<file path="config.mk">
export PLATFORM = sky130hd
export DESIGN_NAME = tt_sweep_extractor_flat
export DESIGN_NICKNAME = d
export VERILOG_FILES = /design/src/rtl/tt_sweep_pkg.sv /design/src/rtl/tt_sweep_extractor_if.sv /design/src/rtl/tt_settle_timer.sv /design/src/rtl/tt_sweep_extractor.sv /design/src/flat_wrapper.sv
export SDC_FILE = /design/constraint.sdc
export NUM_CORES = 1
export LEC_CHECK = 0
export BUFFER_PORTS_ARGS = -buffer_cell sky130_fd_sc_hd__buf_2
export CAP_MARGIN = 20
export CORE_UTILIZATION = 35
export CTS_CLUSTER_DIAMETER = 60
export DETAILED_ROUTE_END_ITERATION = 8
export PLACE_DENSITY = 0.58
export SETUP_SLACK_MARGIN = 0.5
export SLEW_MARGIN = 5
export SYNTH_ARGS = -nofsm -noshare
export SYNTH_HDL_FRONTEND = slang
export SYNTH_HIERARCHICAL = 1
export SYNTH_SLANG_ARGS = --single-unit
</file>
<file path="constraint.sdc">
create_clock -name clk -period 2.7 [get_ports clk]
set_input_delay 0.405 -clock clk [delete_from_list [all_inputs] [get_ports clk]]
set_output_delay 0.405 -clock clk [all_outputs]
set_load 0.02 [all_outputs]
</file>
<file path="src/rtl/tt_sweep_pkg.sv">
// Shared types and constants for the truth-table sweep extractor.
package tt_sweep_pkg;

  typedef enum logic [1:0] {
    IDLE   = 2'd0,
    DRIVE  = 2'd1,
    SAMPLE = 2'd2,
    DONE   = 2'd3
  } state_e;

  localparam int unsigned N_INPUTS_DEF = 4;
  localparam int unsigned SETTLE_DEF   = 1;
  localparam int unsigned SETTLE_W     = 8;

  // Truth-table width for an n-input gate.
  function automatic int unsigned tt_width(input int unsigned n);
    return 32'd1 << n;
  endfunction

endpackage

</file>
<file path="src/rtl/tt_sweep_extractor_if.sv">
// Harness-side bundle of the sweep extractor: control, gate drive/sense, result.
// Optional compare ports exist only when TT_SWEEP_COMPARE_EN is defined.
interface tt_sweep_extractor_if
  import tt_sweep_pkg::*;
#(
  parameter int unsigned N_INPUTS = N_INPUTS_DEF
) ();

  localparam int unsigned TT_WIDTH = tt_width(N_INPUTS);

  logic                start;
  logic                busy;
  logic                done;
  logic [N_INPUTS-1:0] dut_in;
  logic                dut_out;
  logic [TT_WIDTH-1:0] truth_table;

`ifdef TT_SWEEP_COMPARE_EN
  logic [TT_WIDTH-1:0] expected;
  logic                match;
  logic [TT_WIDTH-1:0] mismatch_mask;

  modport master (output start, dut_out, expected,
                  input  busy, done, dut_in, truth_table, match, mismatch_mask);
  modport slave  (input  start, dut_out, expected,
                  output busy, done, dut_in, truth_table, match, mismatch_mask);
`else
  modport master (output start, dut_out,
                  input  busy, done, dut_in, truth_table);
  modport slave  (input  start, dut_out,
                  output busy, done, dut_in, truth_table);
`endif

endinterface

</file>
<file path="src/rtl/tt_settle_timer.sv">
// Loadable down-counter that flags when the settle interval has elapsed.
module tt_settle_timer
  import tt_sweep_pkg::*;
#(
  parameter int unsigned W = SETTLE_W
) (
  input  logic         clk,
  input  logic         rst_n,
  input  logic         load,
  input  logic [W-1:0] value,
  output logic         expired
);

  logic [W-1:0] count_q;

  // Load has priority; otherwise count down once per cycle until zero.
  always_ff @(posedge clk or negedge rst_n) begin
    if (!rst_n) begin
      count_q <= '0;
      expired <= 1'b1;
    end else if (load) begin
      count_q <= value;
      expired <= (value == '0);
    end else if (!expired) begin
      count_q <= count_q - W'(1);
      expired <= (count_q == W'(1));
    end
  end

endmodule

</file>
<file path="src/rtl/tt_sweep_extractor.sv">
// Sweeps every input vector through an external gate and assembles its truth table.
// Optional result comparison against an expected word: define TT_SWEEP_COMPARE_EN.
module tt_sweep_extractor
  import tt_sweep_pkg::*;
#(
  parameter int unsigned N_INPUTS      = N_INPUTS_DEF,
  parameter int unsigned SETTLE_CYCLES = SETTLE_DEF
) (
  input logic                 clk,
  input logic                 rst_n,
  tt_sweep_extractor_if.slave bus
);

  localparam int unsigned    TT_WIDTH   = tt_width(N_INPUTS);
  localparam int unsigned    IDX_W      = N_INPUTS + 1;
  localparam logic [IDX_W-1:0] LAST_IDX = IDX_W'(TT_WIDTH - 1);
  localparam logic [SETTLE_W-1:0] SETTLE_VAL = SETTLE_W'(SETTLE_CYCLES);

  state_e              state_q, state_d;
  logic [IDX_W-1:0]    idx_q, idx_d;
  logic [TT_WIDTH-1:0] shadow_q, shadow_d;
  logic [TT_WIDTH-1:0] tt_q, tt_d;
  logic [N_INPUTS-1:0] dut_in_q, dut_in_d;
  logic                busy_q, busy_d;
  logic                done_q, done_d;
  logic                timer_load;
  logic                timer_expired;
`ifdef TT_SWEEP_COMPARE_EN
  logic                match_q, match_d;
  logic [TT_WIDTH-1:0] mask_q, mask_d;
`endif

  tt_settle_timer #(.W(SETTLE_W)) u_settle_timer (
    .clk     (clk),
    .rst_n   (rst_n),
    .load    (timer_load),
    .value   (SETTLE_VAL),
    .expired (timer_expired)
  );

  // State and datapath registers.
  always_ff @(posedge clk or negedge rst_n) begin
    if (!rst_n) begin
      state_q  <= IDLE;
      idx_q    <= '0;
      shadow_q <= '0;
      tt_q     <= '0;
      dut_in_q <= '0;
      busy_q   <= 1'b0;
      done_q   <= 1'b0;
`ifdef TT_SWEEP_COMPARE_EN
      match_q  <= 1'b0;
      mask_q   <= '0;
`endif
    end else begin
      state_q  <= state_d;
      idx_q    <= idx_d;
      shadow_q <= shadow_d;
      tt_q     <= tt_d;
      dut_in_q <= dut_in_d;
      busy_q   <= busy_d;
      done_q   <= done_d;
`ifdef TT_SWEEP_COMPARE_EN
      match_q  <= match_d;
      mask_q   <= mask_d;
`endif
    end
  end

  // Next-state and next-output logic; the final sample is folded straight into
  // the result so truth_table is valid in the same cycle as the done pulse.
  always_comb begin
    state_d    = state_q;
    idx_d      = idx_q;
    shadow_d   = shadow_q;
    tt_d       = tt_q;
    dut_in_d   = dut_in_q;
    timer_load = 1'b0;
`ifdef TT_SWEEP_COMPARE_EN
    match_d    = match_q;
    mask_d     = mask_q;
`endif
    case (state_q)
      IDLE: begin
        if (bus.start) begin
          state_d    = DRIVE;
          idx_d      = '0;
          shadow_d   = '0;
          dut_in_d   = '0;
          timer_load = 1'b1;
        end
      end
      DRIVE: begin
        if (timer_expired) state_d = SAMPLE;
      end
      SAMPLE: begin
        shadow_d[idx_q[N_INPUTS-1:0]] = bus.dut_out;
        if (idx_q == LAST_IDX) begin
          state_d = DONE;
          tt_d    = shadow_d;
        end else begin
          idx_d      = idx_q + IDX_W'(1);
          dut_in_d   = idx_d[N_INPUTS-1:0];
          timer_load = 1'b1;
          state_d    = DRIVE;
        end
      end
      DONE: begin
        state_d  = IDLE;
        dut_in_d = '0;
`ifdef TT_SWEEP_COMPARE_EN
        mask_d   = tt_q ^ bus.expected;
        match_d  = (tt_q == bus.expected);
`endif
      end
      default: state_d = IDLE;
    endcase
    busy_d = (state_d != IDLE);
    done_d = (state_d == DONE);
  end

  assign bus.busy        = busy_q;
  assign bus.done        = done_q;
  assign bus.dut_in      = dut_in_q;
  assign bus.truth_table = tt_q;
`ifdef TT_SWEEP_COMPARE_EN
  assign bus.match         = match_q;
  assign bus.mismatch_mask = mask_q;
`endif

endmodule

</file>
<file path="src/flat_wrapper.sv">
// flat-port wrapper written by rule: the top's interface ports become plain ports
module tt_sweep_extractor_flat import tt_sweep_pkg::*;
#(
  parameter int unsigned N_INPUTS      = N_INPUTS_DEF,
  parameter int unsigned SETTLE_CYCLES = SETTLE_DEF
)
  (clk, rst_n, bus_start, bus_dut_out, bus_busy, bus_done, bus_dut_in, bus_truth_table);
  tt_sweep_extractor_if #(.N_INPUTS(N_INPUTS)) bus_i ();
  input logic clk;
  input logic rst_n;
  input wire logic [$bits(bus_i.start)-1:0] bus_start;
  input wire logic [$bits(bus_i.dut_out)-1:0] bus_dut_out;
  output wire logic [$bits(bus_i.busy)-1:0] bus_busy;
  output wire logic [$bits(bus_i.done)-1:0] bus_done;
  output wire logic [$bits(bus_i.dut_in)-1:0] bus_dut_in;
  output wire logic [$bits(bus_i.truth_table)-1:0] bus_truth_table;
  assign bus_i.start = bus_start;
  assign bus_i.dut_out = bus_dut_out;
  assign bus_busy = bus_i.busy;
  assign bus_done = bus_i.done;
  assign bus_dut_in = bus_i.dut_in;
  assign bus_truth_table = bus_i.truth_table;
  tt_sweep_extractor #(.N_INPUTS(N_INPUTS), .SETTLE_CYCLES(SETTLE_CYCLES)) u_core (.clk(clk), .rst_n(rst_n), .bus(bus_i));
endmodule
</file>
==> impl_metrics.tcl <==
set metrics [dict create \
    critPathCaptureType "register" \
    cts_tree "done" \
    async_reset_ff_share_pct 100 \
    drive_above_1_share_pct 18.9 \
    p_comb_share_pct 30.5 \
    grt_antenna_before_repair 0 \
    syn_avg_cell_area_um2 10.1 \
    netlist_top_cells_count "dfrtp_1, inv_1, nand2_1" \
    grtUsageTotal_pct 14.5 \
    leakagePower_nw 1.47 \
    setup-tns-final_ps 0 \
    max_freq_mhz 491 \
    clkPwrFrac_pct 19.8 \
    setup_viol 0 \
    first_pass_iters 4 \
    final_area_um2 3160 \
    timing.final.crit_share_pct 75.4 \
    final_cells 414 \
    tightestPinTransition_ps 741 \
    viasPerCell 4.78 \
    synth-edff-count 0 \
    setup.worst_path.class "register to register" \
    areaGrowthSynthToFinish_pct 12.8 \
    drc_errors 0 \
    grt_pass1_wl_um 9730 \
    fill_cells 759 \
    cp_max_fo 5 \
    netlist_area_um2 2800 \
    crit_required_ps 2890 \
    crit_arrival_ps 2220 \
    yosysWarningCount 6 \
    synth_largest_area_cell "dfrtp_1" \
    via_count 1977 \
    finalClockSkew_ps 10.6 \
    cap_viol_max_count 0 \
    portBuffers 25 \
    design.core.area_um2 7730 \
    grt_max_degree 55 \
    hp-class "input pin to async pin" \
    cts-buffers-inserted 5 \
    grt_pass1_vias 1981 \
    start_util_pct 36.2 \
    power_density_nw_per_um2 705 \
    ir_drop_v 0.000407 \
    power.internal_mw 1.42 \
    io_pins 26 \
    wl_per_cell_um 13.4 \
    synth-seq-cells 54 \
    first_iter_violations 131 \
    synth_flop_cell "dfrtp_1" \
    p_sw_mw 0.802 \
    die_height_um 91.4 \
    outcome "completed" \
    place_hpwl_um 3650 \
    gp_congestion 0.810 \
    h-tree-depth 2 \
    cts_root_buf "clkbuf_8" \
    timing.final.ws_setup_ps 663 \
    syn_inst 276 \
    routed_wl_um 5550 \
    min_period_ps 2040 \
    netlist.area_leader.share_pct 47.4 \
    clkLatencyLatePin_ps 300 \
    synth_area_leaders "dfrtp_1, mux2i_1, o21ai_0" \
    switching_share_pct 36.0 \
    synthDistinctLibCells 50 \
    grt-ovfl-total 0 \
    drv_slew 0 \
    clockBufferDepth 2 \
    ctsHoldBuffers 0 \
    place_inst 404 \
    seq_power_share_pct 49.8 \
    die_area_um2 8360 \
    cts.sinks 54 \
    ys_seq_area_share_pct 48.3 \
    nets 323 \
    ant_nets 0 \
    finalHoldViolCount 0 \
    place_ws_ps 321 \
    dieWidth_um 91.4 \
    rsz0062_at_grt "false" \
    fp-row-count 32 \
    yosys.cell_count.top_type "dfrtp_1" \
    max_slew_margin_pct 50.4 \
    diodes 0 \
    start_kind "register" \
    dpl-instance-area_um2 3030 \
    clk_pin_slew_ps 100 \
]
-- path summary, 6_finish.rpt --
check,startpoint,end,slack (ps),cells past startpoint
setup / recovery,u_core/idx_q[0],u_core/u_settle_timer/count_q[5],660,9
hold / removal,rst_n,u_core/bus.truth_table[1],200,2
setup reg to reg,u_core/idx_q[0],u_core/u_settle_timer/count_q[5],660,9
hold reg to reg,u_core/bus.truth_table[2],u_core/bus.truth_table[2],480,2
max in group asynchronous,rst_n,u_core/bus.dut_in[0],2010,2
min in group clk,u_core/bus.truth_table[2],u_core/bus.truth_table[2],480,2
-- metrics by stage --
step	utilization [%]	power, mW	hold WS (ps)
final	40.9	2.23	199
after detailed placement	39.2	1.77	465
after CTS	40.6	2.24	242
after global routing	40.9	2.39	284
after global placement	39.2	1.76	457
after floorplan	-	1.62	109
-- sequential cells by signal, indices dropped and copies added, names as in the netlist --
signal,flops
u_core/bus.truth_table,16
u_core/u_settle_timer/expired,1
u_core/shadow_q,16
u_core/bus.busy,1
u_core/u_settle_timer/count_q,8
u_core/bus.dut_in,4
u_core/idx_q,5
u_core/state_q,2
u_core/bus.done,1
-- cells in the final DEF, fill, tap and decap left out, drive strengths merged, types with 2 or more instances in the layout --
cell,netlist,routed
a21oi,17,17
a22o,4,4
buf,15,33
clkbuf,2,5
clkinvlp,0,2
conb,2,15
dfrtp,53,53
ha,7,7
inv,25,25
mux2i,15,15
nand2,26,26
nand2b,5,5
nand3,9,9
nand3b,9,9
nor2,3,3
nor2b,4,4
nor3,4,4
nor4,4,4
o21ai,30,30
o22ai,14,14
or3b,4,4
xnor2,4,4
xor2,2,2
-- final cells by class --
type	instances	area, um^2	share of cell area (%)
clock buffer	5	68.8	2.18
clock inverter	2	15.0	0.476
inverter	25	93.8	2.97
multi-input combinational	193	1310	41.6
sequential	54	1350	42.8
tap	102	128	4.04
timing repair buffer	33	185	5.87
-- critical path: stages (launching register included) --
cell      delay [ps]
dfrtp_1          420
ha_2             230
nand3_1          130
inv_1             90
ha_2             230
nand2b_4         160
a21oi_4          160
buf_4            140
nor2_1            30
a311o_1          340
-- routing by layer --
layer	global-route usage, %	wire [um]
met5	0	0
met4	5.42	92
met3	2.68	134
met2	23.1	2590
met1	19.6	2730
-- power by group through the flow --
stage               Combinational, mW  Clock (mW)  Sequential [mW]
floorplan                       0.544           0             1.07
global placement                0.645           0             1.11
detailed placement              0.650           0             1.12
CTS                             0.670       0.468             1.10
global route                    0.774       0.489             1.13
finish                          0.678       0.440             1.11
-- cells by family (layout without fill, tap and decap cells) --
kind of cell	Yosys count	after routing	synth area share [%]
AO/OA/AOI/OAI	76	76	16.5
adder cells (fa/ha/maj)	7	7	3.13
buffers and inverters	42	65	7.29
other	2	15	0.268
multiplexers	16	16	5.77
XOR/XNOR	6	6	1.88
AND/OR/NAND/NOR	73	73	16.9
flip-flops	54	54	48.3
-- what timing repair did --
item | 4_1_cts | 5_1_grt
endpoints found under the hold margin | 0 | 0
setup buffers | 2 | 1
endpoints found under the setup margin | 7 | 5
resized for setup | 2 | 3
pin swaps | 1 | 1
Note: power is estimated with default switching activity, not from simulation.
